--- src/rtl/arb8_sched.sv ---
// 8-requester registered arbiter: fixed-priority (highest index) or round-robin,
// with grant hold until done, request drop, or MAX_HOLD-cycle forced release.
module arb8_sched #(
    parameter int MAX_HOLD = 16,
    parameter int CNT_W    = 8
) (
    input  logic             clk,
    input  logic             rst_n,
    input  logic [7:0]       req,
    input  logic             done,
    input  logic             mode,
    output logic [7:0]       gnt,
    output logic [2:0]       gnt_id,
    output logic             gnt_valid,
    output logic             timeout,
    output logic [CNT_W-1:0] hold_cnt
);

    typedef enum logic {IDLE = 1'b0, BUSY = 1'b1} state_t;

    state_t           state_q, state_d;
    logic [7:0]       gnt_q, gnt_d;
    logic [2:0]       gnt_id_q, gnt_id_d;
    logic             gnt_valid_q, gnt_valid_d;
    logic             timeout_q, timeout_d;
    logic [CNT_W-1:0] hold_cnt_q, hold_cnt_d;
    logic [2:0]       last_id_q, last_id_d;

    logic [2:0] fix_w, rr_w, rr_idx, win;
    logic       rel_norm, rel_force;

    // State register
    always_ff @(posedge clk or negedge rst_n) begin
        if (!rst_n) begin
            state_q     <= IDLE;
            gnt_q       <= '0;
            gnt_id_q    <= '0;
            gnt_valid_q <= 1'b0;
            timeout_q   <= 1'b0;
            hold_cnt_q  <= '0;
            last_id_q   <= '0;
        end else begin
            state_q     <= state_d;
            gnt_q       <= gnt_d;
            gnt_id_q    <= gnt_id_d;
            gnt_valid_q <= gnt_valid_d;
            timeout_q   <= timeout_d;
            hold_cnt_q  <= hold_cnt_d;
            last_id_q   <= last_id_d;
        end
    end

    // Winner selection; round-robin walks last_id-1 downward, ending at last_id,
    // so the nearest candidate (smallest offset) is applied last and wins.
    always_comb begin
        fix_w  = '0;
        rr_w   = '0;
        rr_idx = '0;
        for (int i = 0; i < 8; i++) begin
            if (req[i]) fix_w = 3'(i);
        end
        for (int k = 8; k >= 1; k--) begin
            rr_idx = last_id_q - 3'(k);
            if (req[rr_idx]) rr_w = rr_idx;
        end
        win = mode ? rr_w : fix_w;
    end

    // Release priority: done / owner drop beats the hold limit
    assign rel_norm  = done || !req[gnt_id_q];
    assign rel_force = (hold_cnt_q == CNT_W'(MAX_HOLD));

    // Next-state logic
    always_comb begin
        state_d     = state_q;
        gnt_d       = gnt_q;
        gnt_id_d    = gnt_id_q;
        gnt_valid_d = gnt_valid_q;
        timeout_d   = 1'b0;
        hold_cnt_d  = hold_cnt_q;
        last_id_d   = last_id_q;
        case (state_q)
            IDLE: begin
                if (|req) begin
                    state_d     = BUSY;
                    gnt_d       = 8'(1) << win;
                    gnt_id_d    = win;
                    gnt_valid_d = 1'b1;
                    hold_cnt_d  = CNT_W'(1);
                    last_id_d   = win;
                end
            end
            BUSY: begin
                if (rel_norm || rel_force) begin
                    state_d     = IDLE;
                    gnt_d       = '0;
                    gnt_valid_d = 1'b0;
                    hold_cnt_d  = '0;
                    timeout_d   = !rel_norm;
                end else begin
                    hold_cnt_d  = hold_cnt_q + CNT_W'(1);
                end
            end
            default: state_d = IDLE;
        endcase
    end

    // Outputs straight from flops
    always_comb begin
        gnt       = gnt_q;
        gnt_id    = gnt_id_q;
        gnt_valid = gnt_valid_q;
        timeout   = timeout_q;
        hold_cnt  = hold_cnt_q;
    end

endmodule

--- config.mk ---
export PLATFORM = sky130hd
export DESIGN_NAME = arb8_sched
export DESIGN_NICKNAME = d
export VERILOG_FILES = /design/src/rtl/arb8_sched.sv
export SDC_FILE = /design/constraint.sdc
export NUM_CORES = 1
export LEC_CHECK = 0
export ABC_AREA = 1
export CORE_MARGIN = 4
export CORE_UTILIZATION = 52
export DETAILED_ROUTE_END_ITERATION = 7
export HOLD_SLACK_MARGIN = 0.15
export PLACE_DENSITY = 0.89
export SYNTH_ARGS = -nofsm -noshare
export SYNTH_HDL_FRONTEND = slang
export SYNTH_SLANG_ARGS = --single-unit
--- constraint.sdc ---
create_clock -name clk -period 2.95 [get_ports clk]
set_input_delay 0.59 -clock clk [delete_from_list [all_inputs] [get_ports clk]]
set_output_delay 0.59 -clock clk [all_outputs]
set_load 0.05 [all_outputs]
==> metrics.txt <==
# TYPE chip_impl_metric gauge
chip_impl_info{name="status",value="complete, no violations"} 1
chip_impl_info{name="tritoncts",value="built"} 1
chip_impl_metric{name="yosysUniqueCellTypes",unit=""} 26
chip_impl_metric{name="maxSlewViolCount",unit=""} 0
chip_impl_metric{name="globalplace.congestion",unit=""} 0.994
chip_impl_metric{name="drt-pass1-iter-count",unit=""} 4
chip_impl_metric{name="skew",unit="ns"} 0.00572
chip_impl_info{name="startpoint_type",value="flop"} 1
chip_impl_metric{name="post-route-worst-setup-slack",unit="ns"} 0.413
chip_impl_metric{name="cts_setup_buffers",unit=""} 0
chip_impl_metric{name="clk_path_buf_depth",unit=""} 2
chip_impl_metric{name="syn-instance-count",unit=""} 267
chip_impl_metric{name="via_count_of_the_first_global_routing_pass",unit=""} 1729
chip_impl_info{name="mostFrequentLayoutCell",value="sky130_fd_sc_hd__nand2_1"} 1
chip_impl_metric{name="portBuffers",unit=""} 32
chip_impl_metric{name="cellLeakagePower",unit="nW"} 1.09
chip_impl_info{name="layout.cells.most_common_list",value="94 x sky130_fd_sc_hd__nand2_1, 43 x sky130_fd_sc_hd__nand3_1, 32 x sky130_fd_sc_hd__clkdlybuf4s50_1, 31 x sky130_fd_sc_hd__inv_1, 22 x sky130_fd_sc_hd__dfrtp_1"} 1
chip_impl_metric{name="antenna-diode-count",unit=""} 0
chip_impl_metric{name="synth-seq-cells",unit=""} 22
chip_impl_metric{name="stdcell_count",unit=""} 346
chip_impl_metric{name="pre_cts_setup_slack",unit="ns"} 0.398
chip_impl_metric{name="fmaxAchievable",unit="GHz"} 0.394
chip_impl_metric{name="clk_sinks",unit=""} 22
chip_impl_metric{name="cp_data_required_time",unit="ns"} 3.21
chip_impl_metric{name="final_design_area_no_fill",unit="mm^2"} 0.00213
chip_impl_metric{name="drt.antenna.violating_nets",unit=""} 0
chip_impl_metric{name="initial_utilization",unit=""} 0.554
chip_impl_info{name="post_synth_main_area_contributors",value="sky130_fd_sc_hd__dfrtp_1 32%, sky130_fd_sc_hd__nand2_1 20%, sky130_fd_sc_hd__nand3_1 12%"} 1
chip_impl_metric{name="timing.critical_path.slowest_cell_delay",unit="ns"} 0.61
chip_impl_metric{name="dp.cells",unit=""} 342
chip_impl_metric{name="grt_start_max_net_pins",unit=""} 23
chip_impl_info{name="path_cells",value="inv_2, ha_1, inv_1, nand3_1, nand3_2, nand2_1, nand3_1, nand3_1, nand2_1, nand2_1, nand2_1, nand2_1, nand2_1, nand2_1, nor2_2, nand3_1, nand2_1"} 1
chip_impl_metric{name="design.portCount",unit=""} 33
chip_impl_metric{name="dieHeight",unit="um"} 65.7
chip_impl_info{name="cts.root.buffer_cell",value="sky130_fd_sc_hd__clkbuf_4"} 1
chip_impl_metric{name="route.detailed.vias_per_inst",unit=""} 5.37
chip_impl_metric{name="report.final.setup_viol",unit=""} 0
chip_impl_info{name="timing.critical_path.mode_cell",value="sky130_fd_sc_hd__nand2_1"} 1
chip_impl_metric{name="worst_setup_hold_path_clk_slew",unit="ns"} 0.12
chip_impl_metric{name="die_width",unit="um"} 65.7
chip_impl_info{name="reg_to_reg_startpoint",value="last_id_q[0]"} 1
chip_impl_info{name="worstHoldPathType",value="flop to flop"} 1
chip_impl_metric{name="finalHoldWorstSlack",unit="ns"} 0.495
chip_impl_info{name="worstSetupStartpoint",value="last_id_q[0]"} 1
chip_impl_metric{name="critical_path_arrival",unit="ns"} 2.79
chip_impl_metric{name="clock_latency",unit="ns"} 0.31
chip_impl_metric{name="area_growth_syn_to_layout",unit="%"} 23.0
chip_impl_metric{name="crit_fanout",unit=""} 12
chip_impl_metric{name="grt_antenna_before_repair",unit=""} 0
chip_impl_metric{name="cap_violations",unit=""} 0
chip_impl_metric{name="ctsResizeCount",unit=""} 0
chip_impl_metric{name="postRouteWirelength",unit="um"} 4290
chip_impl_metric{name="final_worst_path_cycle_share",unit=""} 0.860
chip_impl_metric{name="fin_tns_setup",unit="ns"} 0
chip_impl_metric{name="remaining_drc_errors",unit=""} 0
chip_impl_metric{name="yosysWarningCount",unit=""} 0
chip_impl_info{name="timing.critical_path.to",value="gnt[0]"} 1
chip_impl_metric{name="cts-buffers-inserted",unit=""} 3
chip_impl_metric{name="final-hold-violation-count",unit=""} 0
chip_impl_info{name="timing.rr.end",value="gnt[0]"} 1
chip_impl_metric{name="slew_headroom",unit=""} 0.654
chip_impl_metric{name="max-vdd-ir-drop",unit="mV"} 0.570
chip_impl_metric{name="reg2reg_slack",unit="ns"} 0.41
chip_impl_metric{name="via_count_of_the_routed_design",unit=""} 1858
chip_impl_info{name="worst_setup_path_end_kind",value="flop"} 1
chip_impl_metric{name="mappedNetlistArea",unit="mm^2"} 0.00173
chip_impl_metric{name="fp-row-count",unit=""} 20
chip_impl_info{name="critical_path_top_delay_cell",value="sky130_fd_sc_hd__dfrtp_1"} 1
chip_impl_metric{name="synth_area_per_cell",unit="um^2"} 6.49
chip_impl_metric{name="track_usage",unit=""} 0.223
chip_impl_metric{name="wire_per_inst",unit="um"} 12.4
chip_impl_info{name="rsz0062_at_grt",value="false"} 1
chip_impl_metric{name="worstRegToRegCells",unit=""} 17
chip_impl_metric{name="cts_hold_repair.buffers",unit=""} 0
chip_impl_info{name="synth_top_cell_by_area",value="sky130_fd_sc_hd__dfrtp_1"} 1
chip_impl_metric{name="grt_pass1_wl",unit="um"} 7600
chip_impl_metric{name="dpl.hpwl",unit="um"} 3350
chip_impl_metric{name="worst-slew-pin-transition",unit="ns"} 0.514
chip_impl_metric{name="synth_largest_type_area_fraction",unit=""} 0.318
chip_impl_metric{name="die-area",unit="mm^2"} 0.00432
chip_impl_metric{name="initial_detailed_routing_violation_count",unit=""} 129
chip_impl_metric{name="core_region_area",unit="mm^2"} 0.00313
chip_impl_info{name="timing.setup.critical_path_class",value="flop to flop"} 1
chip_impl_metric{name="drive_gt1_frac",unit=""} 0.106
chip_impl_metric{name="dpl-instance-area",unit="mm^2"} 0.00209
chip_impl_metric{name="final_net_count",unit=""} 319
chip_impl_metric{name="synth.net_count",unit=""} 283
chip_impl_metric{name="p_per_area",unit="mW/mm^2"} 1320
chip_impl_metric{name="grt_overflow_total",unit=""} 0
chip_impl_metric{name="ys_seq_area_frac",unit=""} 0.318
chip_impl_metric{name="layout_min_cycle_time",unit="ns"} 2.54
chip_impl_metric{name="htree_num_levels",unit=""} 1
## Yosys cell counts
cell	instances
sky130_fd_sc_hd__a21oi_1	10
sky130_fd_sc_hd__a21oi_2	2
sky130_fd_sc_hd__buf_2	1
sky130_fd_sc_hd__buf_4	1
sky130_fd_sc_hd__buf_6	2
sky130_fd_sc_hd__clkinv_1	1
sky130_fd_sc_hd__dfrtp_1	22
sky130_fd_sc_hd__ha_1	4
sky130_fd_sc_hd__inv_1	31
sky130_fd_sc_hd__inv_2	5
sky130_fd_sc_hd__nand2_1	94
sky130_fd_sc_hd__nand2_2	10
sky130_fd_sc_hd__nand3_1	43
sky130_fd_sc_hd__nand3_2	6
sky130_fd_sc_hd__nand4_1	1
sky130_fd_sc_hd__nor2_1	11
sky130_fd_sc_hd__nor2_2	2
sky130_fd_sc_hd__nor3_1	2
sky130_fd_sc_hd__nor4_1	2
sky130_fd_sc_hd__o21a_1	1
sky130_fd_sc_hd__o21ai_0	2
sky130_fd_sc_hd__o21ai_1	2
sky130_fd_sc_hd__o21bai_1	1
sky130_fd_sc_hd__o22ai_1	6
sky130_fd_sc_hd__xnor2_1	1
sky130_fd_sc_hd__xor2_1	4
## critical path, delay by kind of cell (launching register included)
family	cells	cell delay (ns)
AND/OR/NAND/NOR	14	1.18
flip-flops	1	0.61
adder cells (fa/ha/maj)	1	0.41
buffers and inverters	2	0.27
## registers in the layout, summed over array words and instances, names as in the netlist
name / count
gnt: 8
gnt_valid: 1
state_q: 1
hold_cnt: 8
timeout: 1
last_id_q: 3
## kinds of logic (layout without fill, tap and decap cells)
family,after synthesis,after routing,synth area share
AO/OA/AOI/OAI,24,24,0.0809
XOR/XNOR,5,5,0.0253
adder cells (fa/ha/maj),4,4,0.0289
buffers and inverters,41,76,0.100
flip-flops,22,22,0.318
AND/OR/NAND/NOR,171,171,0.447
## layout make-up
class	instances	area, um^2
tap	44	55.1
fill	268	997
sequential	22	551
multi-input combinational	204	1010
timing repair buffer	35	343
inverter	37	139
clock buffer	4	36.3
## metal layers
| layer | vias up | routed length (um) | track usage |
|---|---|---|---|
| met3 | 8 | 332 | 0.0410 |
| met2 | 82 | 2030 | 0.367 |
| met4 | 0 | 69 | 0.0596 |
| met1 | 835 | 1860 | 0.297 |
| li1 | 933 | - | - |
| met5 | - | 0 | 0 |
## per-stage QoR
step / utilization / power, mW
2_1_floorplan: - / 2.15
3_3_place_gp: 0.670 / 2.57
3_5_place_dp: 0.670 / 2.61
4_1_cts: 0.681 / 2.79
5_1_grt: 0.681 / 3.12
6_report: 0.681 / 2.81
## how the worst min path moves through the flow
stage,from,to,cells past startpoint
floorplan,rst_n,gnt[0],0
global placement,gnt[2],gnt[2],2
detailed placement,gnt[3],gnt[3],2
CTS,gnt[3],gnt[3],2
global route,gnt[0],gnt[0],2
finish,gnt[3],gnt[3],2
## power breakdown
group / internal [mW] / leakage [nW] / switching, mW
combinational: 0.697 / 0.783 / 1.45
sequential: 0.389 / 0.291 / 0.102
clock: 0.0754 / 0.0210 / 0.0931
total: 1.16 / 1.09 / 1.65
Note: power is estimated with default switching activity, not from simulation.
==> patch, RTL diff (same flow settings) <==
Register the input `mode` before use. The logic sees it one clock later. The other inputs are not delayed to match.
--- a/src/rtl/arb8_sched.sv
+++ b/src/rtl/arb8_sched.sv
@@ -19,2 +19,8 @@
     typedef enum logic {IDLE = 1'b0, BUSY = 1'b1} state_t;
+
+    logic mode_q;
+
+    always_ff @(posedge clk) begin
+        mode_q <= mode;
+    end
 
@@ -65,3 +71,3 @@
         end
-        win = mode ? rr_w : fix_w;
+        win = mode_q ? rr_w : fix_w;
     end
Behaviour: not the same (Yosys sat finds a counterexample within 4 cycles, from zero or initial values and one cycle with rst_n low).
==> patch against the original RTL <==
- sequential cell count grew 1
- clock power shrank 17%
- setup slack gained 0.18 ns
- cell area grew 0.59%
- power shrank 0.53%
- sequential share of layout area grew 0.78 points
- non-clock buffer count is the same
- global-route usage shrank 0.81 points
- utilization grew 0.40 points
- routed wire length shrank 2.3%
- synthesized cell count grew 1.1%
- synthesized area grew 1.3%
- critical path type unchanged
- largest power group unchanged
- highest routed layer unchanged
==> patch: results (changes against the original RTL) <==
clocking:
  clk_pin_slew_ns: 0.12  # about the same
  cts_made_buffers: 3  # unchanged
  postCtsSetupBuffers: 0  # unchanged
  ctsLongestPathBuffers: 2  # unchanged
  cts_root_buffer: "clkbuf_4"
  clk_latency_ns: 0.31  # about the same
finish:
  nets: 322  # +0.94%
  num-fill-cells: 280  # +4.5%
  fin_cells: 349  # +0.87%
  drive_gt1_share_pct: 10.2  # -0.43 points
routing:
  first_iter_violations: 99  # -23%
  drt-total-wl_um: 4190  # -2.3%
  vias: 1796  # -3.3%
setup_path:
  critPathMaxStageDelay_ns: 0.41  # -0.20 ns
  cp_slowest_cell: "dfrtp_1"
  arrival_ns: 2.57  # -0.22 ns
  cp_max_fo: 8  # -4
global_routing:
  antenna_found_initial: 0  # unchanged
  grt_pass1_vias: 1725  # -0.23%
  grt_usage_pct: 21.4  # -0.81 points
  grt_pass1_wl_um: 7400  # -2.5%
synthesis:
  synthTopCellsByCount: "nand2_1, nand3_1, inv_1"
  syn_nets: 286  # +1.1%
  synth-main-ff-cell: "dfrtp_1"
  ys_warn_count: 0  # unchanged
  synthAdderAreaFrac_pct: 2.85  # -0.037 points
  synth_area_leaders: "dfrtp_1, nand2_1, nand3_1, inv_1, nand2_2"
  synthArstFlopShare_pct: 95.7  # -4.3 points
  synth_cell_types: 28  # +7.7%
  synth_xor_area_share_pct: 2.00  # -0.53 points
  syn_inst: 270  # +1.1%
  synth_compound_area_share_pct: 7.99  # -0.10 points
  synth_seq_area_share_pct: 32.5  # +0.73 points
power_and_ir_drop:
  ir_drop_mv: 0.606  # +6.2%
  power_leakage_nw: 1.10  # +0.64%
sta:
  tightest_slew_ns: 0.934  # +0.421 ns
  skew_ns: 0.00547  # -0.000253 ns
placement:
  dp_hpwl_um: 3410  # +1.7%
  globalplace.congestion: 0.998  # +0.40%
status:
  status: "finished clean"
==> patch: changes by cell type after synthesis, sizes merged <==
cell,change
nor3,-1
nand4,+1
inv,-1
clkinv,+1
xor2,-1
nand2,+2
nor2,+1
dfxtp,+1
==> patch: layer usage <==
layer | vias up | wire length [um] | track usage (%) | share of wire, %
met1 | 788 | 1860 | 28.1 | 44
met4 | 0 | 44 | 5.33 | 1.0
met5 | - | 0 | 0 | 0
met2 | 65 | 2020 | 36.4 | 48
met3 | 7 | 261 | 3.74 | 6.2
li1 | 936 | - | - | -
==> patch: cell families (layout without fill, tap and decap cells) <==
kind of cell	count (synthesis)	after routing
buffers and inverters	41	76
DFF	23	23
xor gates and xnor gates	4	4
adders and majority gates	4	4
AOI/OAI and AO/OA	24	24
and+or+nand+nor	174	174
==> patch: path summary, 6_finish.rpt <==
check,end,slack (ns),cells after the start,start
worst max register to register,gnt[1],0.60,18,last_id_q[1]
min in group asynchronous,gnt[0],0.79,1,rst_n
max in group asynchronous,gnt_valid,1.59,1,rst_n
worst min register to register,gnt[6],0.50,2,gnt[6]
worst min-delay path,gnt[6],0.50,2,gnt[6]
worst max-delay path,gnt[1],0.60,18,last_id_q[1]
==> patch: worst max-delay path, delay by kind of cell, from the launching register on <==
kind	cells	cell delay, ns
buf+inv	4	0.48
fa+ha+maj	1	0.34
flops	1	0.41
simple gates	13	1.02
==> patch: area by class of cell <==
type	instances	area, um^2	area share, %
sequential	23	571	26.6
multi-input combinational	206	1010	47.1
tap	44	55.1	2.57
inverter	37	140	6.54
clock buffer	4	26.3	1.23
timing repair buffer	35	343	16.0
==> patch: where the power goes <==
part / total [mW] / internal, mW / switching, mW
sequential: 0.487 / 0.404 / 0.0822
combinational: 2.16 / 0.708 / 1.46
clock: 0.141 / 0.0528 / 0.0882
==> patch: through the flow <==
stage	setup WS [ns]	utilization (%)	cell area (um^2)
finish	0.595	68.5	2140
global route	0.295	68.5	2140
CTS	0.609	68.5	2140
detailed placement	0.413	67.7	2120
global placement	0.461	67.7	2120
floorplan	0.384	-	1750
